--- src/rtl/branch_resolve_unit.sv ---
// Two-stage branch resolution: S1 splits the compare into half-width slices,
// S2 combines them, picks the branch direction and flags mispredicts.
module branch_resolve_unit #(
  parameter int WIDTH = 32,
  parameter int TAG_W = 4,
  parameter int CNT_W = 16
) (
  input  logic             clk,
  input  logic             rst,
  input  logic             flush,
  input  logic             cnt_clear,
  input  logic             in_valid,
  output logic             in_ready,
  input  logic [2:0]       in_op,
  input  logic [WIDTH-1:0] in_a,
  input  logic [WIDTH-1:0] in_b,
  input  logic             in_pred_taken,
  input  logic [TAG_W-1:0] in_tag,
  output logic             out_valid,
  input  logic             out_ready,
  output logic             out_taken,
  output logic             out_mispredict,
  output logic             out_illegal,
  output logic [TAG_W-1:0] out_tag,
  output logic [CNT_W-1:0] resolved_count,
  output logic [CNT_W-1:0] mispredict_count
);

  localparam int H = WIDTH / 2;

  localparam logic [2:0] OP_BEQ  = 3'b000;
  localparam logic [2:0] OP_BNE  = 3'b001;
  localparam logic [2:0] OP_BLT  = 3'b100;
  localparam logic [2:0] OP_BGE  = 3'b101;
  localparam logic [2:0] OP_BLTU = 3'b110;
  localparam logic [2:0] OP_BGEU = 3'b111;

  logic             s1_valid;
  logic             s2_valid;
  logic             s1_adv;
  logic             s2_adv;
  logic             accept;
  logic             xfer;

  logic             s1_eq_hi;
  logic             s1_eq_lo;
  logic             s1_lt_hi;
  logic             s1_lt_lo;
  logic [2:0]       s1_op;
  logic             s1_pred;
  logic [TAG_W-1:0] s1_tag;

  logic             signed_op;
  logic [H-1:0]     a_hi;
  logic [H-1:0]     b_hi;
  logic             c_eq_hi;
  logic             c_eq_lo;
  logic             c_lt_hi;
  logic             c_lt_lo;

  logic             s2_eq;
  logic             s2_lt;
  logic             s2_taken;
  logic             s2_illegal;
  logic             s2_mis;

  // Handshake and pipeline advance
  assign s2_adv    = !s2_valid || out_ready;
  assign s1_adv    = !s1_valid || s2_adv;
  assign in_ready  = s1_adv && !flush;
  assign accept    = in_valid && in_ready;
  assign xfer      = s2_valid && out_ready;
  assign out_valid = s2_valid;

  // Flipping the high-half MSB turns the unsigned compare into a signed one
  always_comb begin
    signed_op = (in_op == OP_BLT) || (in_op == OP_BGE);
    a_hi      = {in_a[WIDTH-1] ^ signed_op, in_a[WIDTH-2:H]};
    b_hi      = {in_b[WIDTH-1] ^ signed_op, in_b[WIDTH-2:H]};
    c_eq_hi   = (in_a[WIDTH-1:H] == in_b[WIDTH-1:H]);
    c_eq_lo   = (in_a[H-1:0] == in_b[H-1:0]);
    c_lt_hi   = (a_hi < b_hi);
    c_lt_lo   = (in_a[H-1:0] < in_b[H-1:0]);
  end

  always_ff @(posedge clk or negedge rst) begin
    if (!rst) begin
      s1_valid <= 1'b0;
    end else if (flush) begin
      s1_valid <= 1'b0;
    end else if (s1_adv) begin
      s1_valid <= accept;
    end
  end

  always_ff @(posedge clk) begin
    if (accept) begin
      s1_eq_hi <= c_eq_hi;
      s1_eq_lo <= c_eq_lo;
      s1_lt_hi <= c_lt_hi;
      s1_lt_lo <= c_lt_lo;
      s1_op    <= in_op;
      s1_pred  <= in_pred_taken;
      s1_tag   <= in_tag;
    end
  end

  always_comb begin
    s2_eq      = s1_eq_hi && s1_eq_lo;
    s2_lt      = s1_lt_hi || (s1_eq_hi && s1_lt_lo);
    s2_taken   = 1'b0;
    s2_illegal = 1'b0;
    unique case (s1_op)
      OP_BEQ:           s2_taken = s2_eq;
      OP_BNE:           s2_taken = !s2_eq;
      OP_BLT, OP_BLTU:  s2_taken = s2_lt;
      OP_BGE, OP_BGEU:  s2_taken = !s2_lt;
      default:          s2_illegal = 1'b1;
    endcase
    s2_mis = s2_taken ^ s1_pred;
  end

  // Output register holds while stalled; a flushed S1 entry is never loaded
  always_ff @(posedge clk or negedge rst) begin
    if (!rst) begin
      s2_valid       <= 1'b0;
      out_taken      <= 1'b0;
      out_mispredict <= 1'b0;
      out_illegal    <= 1'b0;
      out_tag        <= '0;
    end else begin
      if (flush) begin
        s2_valid <= 1'b0;
      end else if (s2_adv) begin
        s2_valid <= s1_valid;
      end
      if (s2_adv && s1_valid && !flush) begin
        out_taken      <= s2_taken;
        out_mispredict <= s2_mis;
        out_illegal    <= s2_illegal;
        out_tag        <= s1_tag;
      end
    end
  end

  always_ff @(posedge clk or negedge rst) begin
    if (!rst) begin
      resolved_count   <= '0;
      mispredict_count <= '0;
    end else if (cnt_clear) begin
      resolved_count   <= '0;
      mispredict_count <= '0;
    end else if (xfer) begin
      if (!(&resolved_count)) begin
        resolved_count <= resolved_count + CNT_W'(1);
      end
      if (out_mispredict && !(&mispredict_count)) begin
        mispredict_count <= mispredict_count + CNT_W'(1);
      end
    end
  end

endmodule
--- config.mk ---
export PLATFORM = sky130hd
export DESIGN_NAME = branch_resolve_unit
export DESIGN_NICKNAME = d
export VERILOG_FILES = /design/src/rtl/branch_resolve_unit.sv
export SDC_FILE = /design/constraint.sdc
export NUM_CORES = 1
export LEC_CHECK = 0
export BUFFER_PORTS_ARGS = -buffer_cell sky130_fd_sc_hd__buf_2
export CAP_MARGIN = 20
export CORE_MARGIN = 2
export CORE_UTILIZATION = 50
export DETAILED_ROUTE_END_ITERATION = 7
export PLACE_DENSITY = 0.8
export RECOVER_POWER = 50
export SLEW_MARGIN = 5
export SYNTH_ARGS = -nofsm -noshare
export SYNTH_HDL_FRONTEND = slang
export SYNTH_SLANG_ARGS = --single-unit
--- constraint.sdc ---
create_clock -name clk -period 4.74 [get_ports clk]
set_clock_uncertainty 0.05 [all_clocks]
set_input_delay 0.474 -clock clk [delete_from_list [all_inputs] [get_ports clk]]
set_output_delay 0.474 -clock clk [all_outputs]
set_load 0.02 [all_outputs]
==> results of run 1 <==
worst min path at each step:
| stage | end | depth (start not counted) | slack [ps] |
|---|---|---|---|
| after floorplan | mispredict_count[0]$_DFFE_PN0P_ | 0 | 130 |
| after global placement | out_tag[3]$_DFFE_PN0P_ | 1 | 410 |
| after detailed placement | out_tag[3]$_DFFE_PN0P_ | 1 | 420 |
| after CTS | resolved_count[10]$_DFFE_PN0P_ | 1 | 280 |
| after global routing | s1_op[0]$_DFFE_PN_ | 1 | 270 |
| final | s1_op[0]$_DFFE_PN_ | 1 | 290 |
kinds of logic after synthesis:
group / after synthesis / share of synthesized area [%]
fa+ha+maj: 33 / 12.6
compound gates: 57 / 10.9
flops: 53 / 42.2
mux: 10 / 3.27
buf+inv: 41 / 5.14
simple gates: 115 / 19.3
xor+xnor: 25 / 6.66
sequential cells by signal, indices dropped and copies added (netlist names):
register / flops
s1_op: 3
resolved_count: 16
out_taken: 1
out_illegal: 1
s1_eq_lo: 1
out_tag: 4
s1_lt_lo: 1
s1_lt_hi: 1
out_valid: 1
s1_pred: 1
out_mispredict: 1
mispredict_count: 16
s1_valid: 1
s1_tag: 4
s1_eq_hi: 1
per-stage QoR:
stage / std cells / total power [mW] / instance area, um^2
2_1_floorplan: 334 / 0.595 / 3290
3_3_place_gp: 522 / 0.663 / 3940
3_5_place_dp: 522 / 0.669 / 3940
4_1_cts: 530 / 0.916 / 4020
5_1_grt: 530 / 0.949 / 3990
6_report: 530 / 0.899 / 3990
worst register-to-register path, stage by stage, from the launching register on:
cell,delay [ps]
dfrtp_1,420
ha_1,240
nand3_1,110
nor3_1,450
buf_4,250
a21oi_1,120
mux2i_1,180
nor2_1,50
cell type report:
class | count | share of cell area [%]
Sequential cell | 53 | 34.7
Timing Repair Buffer | 119 | 14.3
Multi-Input combinational cell | 240 | 43.4
Clock inverter | 3 | 0.439
Inverter | 33 | 3.10
Clock buffer | 5 | 1.72
Tap cell | 77 | 2.41
per-layer routing:
metal / GRT usage, % / share of wire (%) / up-vias
li1: - / - / 1436
met1: 22.4 / 42 / 1296
met2: 33.9 / 48 / 117
met3: 5.45 / 8.6 / 7
met4: 3.90 / 0.75 / 0
met5: 0 / 0 / -
power by group through the flow:
| stage | combinational [mW] | sequential (mW) | clock [mW] |
|---|---|---|---|
| global route | 0.179 | 0.499 | 0.271 |
| CTS | 0.164 | 0.497 | 0.256 |
| floorplan | 0.0748 | 0.521 | 0 |
| detailed placement | 0.163 | 0.506 | 0 |
| finish | 0.157 | 0.497 | 0.245 |
| global placement | 0.158 | 0.505 | 0 |
synthesized netlist by cell type (2+ instances only):
library cell / number / area (um^2)
dfrtp_1: 41 / 1030
ha_1: 33 / 413
inv_1: 33 / 124
nor2_1: 30 / 113
a21oi_1: 29 / 145
nand4_1: 16 / 100
nand3_1: 15 / 75.1
xnor2_1: 15 / 131
nand2_1: 13 / 48.8
edfxtp_1: 12 / 360
and3_1: 11 / 68.8
xor2_1: 10 / 87.6
nor3_1: 7 / 35.0
mux2_2: 6 / 67.6
nor2b_1: 6 / 37.5
a211oi_1: 5 / 37.5
a21o_1: 5 / 37.5
clkbuf_1: 5 / 18.8
mux2i_1: 4 / 40.0
a31oi_1: 3 / 18.8
and4_1: 3 / 26.3
a2111oi_0: 2 / 17.5
nor4_1: 2 / 12.5
o211ai_1: 2 / 15.0
o21ai_0: 2 / 10.0
==> reports/qor.yml, run 1 <==
global_route:
  grt_pass1_vias: 2703
  antenna_found_initial: 0
  grt_overflow_total: 0
  grt_max_degree: 42
  grt_pass1_wl_um: 11300
  grt_usage_pct: 18.9
synth:
  yosysWarnings: 0
  ys_seq_area_share_pct: 42.2
  synth_area_mm2: 0.00329
  ys_ff_latch: 53
  synth_cells: 334
  synth_cell_types: 49
  synth_area_per_cell_um2: 9.84
  synth_ff_type: "dfrtp_1"
  synth-edff-count: 12
  synth_nets: 445
  async_reset_ff_share_pct: 77.4
timing:
  rsz0062_at_grt: "false"
  setup_tns_ps: 0
  max_slew_margin_pct: -41.6
  min_period_ps: 2050
  setup_viol: 0
  hold_slack_ps: 290
  finalHoldViolCount: 0
  slew_viol_final: 42
  period_share_pct: 43.2
  max_freq_mhz: 488
  worst_slack_ps: 2690
  worst_slew_pin_slew_ps: 2120
pwr:
  power.density_mw_per_mm2: 225
  p_leak_nw: 2.01
  seqPwrFrac_pct: 55.2
  p_sw_mw: 0.241
  p_clk_share_pct: 27.3
  internal-power_mw: 0.659
  switching_share_pct: 26.8
  ir_drop_uv: 156
  combPwrFrac_pct: 17.5
clocking:
  clockBufferDepth: 2
  cts_tree: "done"
  clkLatencyLatePin_ps: 300
  clockRootBuffer: "clkbuf_8"
  cts_buffers: 5
  htreeDepth: 2
  cts_setup_buffers: 0
  cts_resized: 0
  path_clk_slew_ps: 90
  cts.sinks: 53
  hold_buffers: 0
floorplan:
  die_area_mm2: 0.00724
  die_x_um: 85.1
  core_mm2: 0.00635
  fp-row-count: 29
  start_util_pct: 51.8
  die_h_um: 85.1
  ios: 119
final_layout:
  drive_above_1_share_pct: 25.6
  multi_input_area_mm2: 0.00173
  final_common_cell: "buf_2"
  diodes: 0
  area_growth_syn_to_layout_pct: 21.5
  final_util_pct: 62.9
  ff_latch_area_mm2: 0.00139
  most-common-layout-cells: "buf_2 (95), dfrtp_1 (41), inv_1 (33), ha_1 (33), nor2_1 (30)"
  layout.nets: 563
  fillers: 545
setup_path:
  r2r_setup_slack_ps: 2740
  path_class: "primary input to async pin"
  crit_arrival_ps: 1980
  worstPathMaxFanout: 41
  worst-endpoint-required_ps: 4670
  crit_buf_inv: 1
  slowest_delay_ps: 1490
  cp_cell_sequence: "clkbuf_1"
  crit_path_start_kind: "primary input"
  crit_end: "mispredict_count[8]$_DFFE_PN0P_"
  regToRegStartpoint: "mispredict_count[0]$_DFFE_PN0P_"
  cpLargestDelayFamily: "buffers and inverters"
  crit_start: "rst"
  slowest_stage: "clkbuf_1"
  end_kind: "async pin"
  cp.depth: 1
  reg2reg_depth: 7
  r2r_end: "mispredict_count[1]$_DFFE_PN0P_"
place:
  port_buffers: 118
  dp_hpwl_um: 5380
  place.gp.congestion: 0.820
  post-place-ws_ps: 2720
drt:
  routedWlPerCell_um: 12.7
  dr.pass1.iters: 4
  vias_per_cell: 5.39
  vias: 2856
  ant_nets: 0
  drtIter0Drc: 69
  wirelength_um: 6710
  drc: 0
run:
  cap_viol_max_count: 1
status:
  outcome: "finished with violations"
  violations: "max-capacitance violations, max-slew violations"
hold_path:
  worstHoldPathType: "primary input to flip-flop"
  worst_hold_startpoint: "in_op[0]"
Power figures use the tool's default switching activity.
==> run 2, diff against run 1 <==
- ABC_AREA: not set -> 1
- CORE_UTILIZATION: 50 -> 47
- PLACE_DENSITY: 0.8 -> 0.78
- clock period: 4.74 -> 1.65 ns (I/O delays scaled with it)
==> reports/qor.yml, run 2 <==
final_layout:
  most-common-layout-cells: "nand2_1 (150), buf_2 (102), inv_1 (77), nor2_1 (58), nand3_1 (39)"
  diodes: 0  # unchanged
  area_growth_syn_to_layout_pct: 29.7
  reg_top3: "mispredict_count x16, resolved_count x16"
  drive_above_1_share_pct: 23.5  # -2.1 points
  layout.nets: 781  # +39%
  final_common_cell: "nand2_1"
synth:
  synth_cells: 517  # +55%
  synthTopCellsByCount: "nand2_1 (150), inv_1 (79), nor2_1 (59), dfrtp_1 (41), nand3_1 (40)"
  synth_area_leaders: "dfrtp_1 (28%), nand2_1 (15%), ha_1 (11%), edfxtp_1 (9.7%), inv_1 (8.0%)"
  synth_nets: 628  # +41%
  ys_ff_latch: 53  # unchanged
  yosysMostFrequentCell: "nand2_1"
  synth_area_mm2: 0.00373  # +13%
  yosysTopAreaCell: "dfrtp_1"
  synth_area_per_cell_um2: 7.21  # -27%
  synth-edff-count: 12  # unchanged
  synth.top_cell.area_share_pct: 27.5  # -3.7 points
  async_reset_ff_share_pct: 77.4  # unchanged
  synth_cell_types: 28  # -43%
  ys_seq_area_share_pct: 37.2  # -5.0 points
  synth_ff_type: "dfrtp_1"
  yosysWarnings: 0  # unchanged
status:
  outcome: "finished clean"
floorplan:
  start_util_pct: 48.5  # -3.3 points
  die_x_um: 93.1  # +9.4%
  die_area_mm2: 0.00866  # +20%
  fp-row-count: 32  # +10%
  ios: 119  # unchanged
  die_h_um: 93.1  # +9.4%
  core_mm2: 0.00769  # +21%
global_route:
  grt_max_degree: 26  # -38%
  grt_usage_pct: 21.8  # +3.0 points
  grt_pass1_wl_um: 15700  # +38%
  antenna_found_initial: 0  # unchanged
  grt_pass1_vias: 3753  # +39%
  grt_overflow_total: 0  # unchanged
drt:
  vias: 3812  # +33%
  routedWlPerCell_um: 11.6  # -8.2%
  dr.pass1.iters: 4  # unchanged
  wirelength_um: 8980  # +34%
  drtIter0Drc: 132  # +91%
  drc: 0  # unchanged
  ant_nets: 0  # unchanged
  vias_per_cell: 4.93  # -8.5%
timing:
  hold_slack_ps: 15.6  # -274 ps
  period_share_pct: 95.2
  max_slew_margin_pct: 57.7  # +99 points
  worst_slew_pin_slew_ps: 635  # -1490 ps
  max_freq_mhz: 636
  finalHoldViolCount: 0  # unchanged
  setup_viol: 0  # unchanged
  rsz0062_at_grt: "true"
  min_period_ps: 1570
  slew_viol_final: 0  # -100%
setup_path:
  path_class: "flip-flop to flip-flop"
  crit_arrival_ps: 1770  # -210 ps
  worst-endpoint-required_ps: 1850  # -2820 ps
  crit_path_start_kind: "flip-flop"
  end_kind: "flip-flop"
  worstPathMaxFanout: 6  # -85%
place:
  place.gp.congestion: 0.920  # +12%
  dp_hpwl_um: 7160  # +33%
  port_buffers: 118  # unchanged
hold_path:
  worstHoldPathType: "primary input to flip-flop"
clocking:
  cts_tree: "done"
  clkLatencyLatePin_ps: 310  # about the same
  cts.sinks: 53  # unchanged
  path_clk_slew_ps: 110  # +20 ps
  clockRootBuffer: "clkbuf_8"
  htreeDepth: 2  # unchanged
  clockBufferDepth: 2  # unchanged
  cts_buffers: 5  # unchanged
pwr:
  ir_drop_uv: 340  # +120%
  power.density_mw_per_mm2: 566  # +150%
  p_leak_nw: 2.57  # +28%
  total_power_mw: 2.74  # +200%
run:
  cap_viol_max_count: 0  # -1
==> run 2: what timing repair did <==
| action | CTS | global route |
|---|---|---|
| resized for setup | 0 | 17 |
| hold buffers | 9 | 0 |
| setup endpoints to repair | 3 | 31 |
| pin swaps | 0 | 7 |
| setup buffers | 2 | 3 |
| hold endpoints to repair | 31 | 0 |
==> run 2: logic make-up (layout without fill, tap and decap cells) <==
kind of cell | after synthesis | count (layout) | synth area share [%]
and+or+nand+nor | 282 | 282 | 32.1
xor gates and xnor gates | 11 | 11 | 2.58
buffers and inverters | 87 | 241 | 9.57
AOI/OAI and AO/OA | 51 | 51 | 7.52
adders and majority gates | 33 | 33 | 11.1
DFF | 53 | 53 | 37.2
==> run 2: metrics by stage <==
| stage | utilization [%] | setup slack (ps) | TNS [ps] | instances | area, um^2 |
|---|---|---|---|---|---|
| global route | 62.9 | -35.7 | -185 | 773 | 4830 |
| detailed placement | 59.4 | -4.07 | -4.07 | 751 | 4570 |
| floorplan | - | 8.36 | 0 | 517 | 3730 |
| global placement | 59.4 | 89.1 | 0 | 751 | 4570 |
| finish | 62.9 | 78.8 | 0 | 773 | 4830 |
| CTS | 62.0 | 39.2 | 0 | 770 | 4770 |
==> run 2: final timing paths <==
| kind | to | from | cells after the start | slack, ps |
|---|---|---|---|---|
| setup / recovery | mispredict_count[0]$_DFFE_PN0P_ | mispredict_count[1]$_DFFE_PN0P_ | 10 | 80 |
| hold reg to reg | out_tag[2]$_DFFE_PN0P_ | s1_tag[2]$_DFFE_PN_ | 2 | 400 |
| setup reg to reg | mispredict_count[0]$_DFFE_PN0P_ | mispredict_count[1]$_DFFE_PN0P_ | 10 | 80 |
| max in group asynchronous | resolved_count[5]$_DFFE_PN0P_ | rst | 3 | 450 |
| min in group asynchronous | mispredict_count[10]$_DFFE_PN0P_ | rst | 2 | 340 |
| hold / removal | out_valid$_DFFE_PN0P_ | flush | 2 | 20 |
==> run 2: layout make-up <==
class	instances	area, um^2
Clock buffer	5	68.8
Clock inverter	3	25.0
Fill cell	683	2850
Inverter	79	297
Multi-Input combinational cell	377	2040
Sequential cell	53	1390
Tap cell	102	128
Timing Repair Buffer	154	883
==> run 2: metal layers <==
| layer | part of all wire, % | global-route usage [%] |
|---|---|---|
| met1 | 42 | 26.3 |
| met2 | 50 | 40.6 |
| met3 | 5.6 | 3.30 |
| met4 | 1.6 | 5.39 |
| met5 | 0 | 0 |
==> run 2: worst max-delay path, cell delays in order, from the launching register on <==
cell,delay (ps)
dfrtp_2,400
ha_4,150
nand2_4,60
nor2_4,140
nand2_4,70
nor2_4,140
nand2_2,80
nand2_4,130
buf_4,160
nand3_1,70
nand2_1,70
==> run 2: power by group <==
part | leakage (nW) | switching, mW | internal [mW]
registers | 0.668 | 0.0263 | 1.39
logic | 1.86 | 0.314 | 0.230
clock network | 0.0447 | 0.467 | 0.308
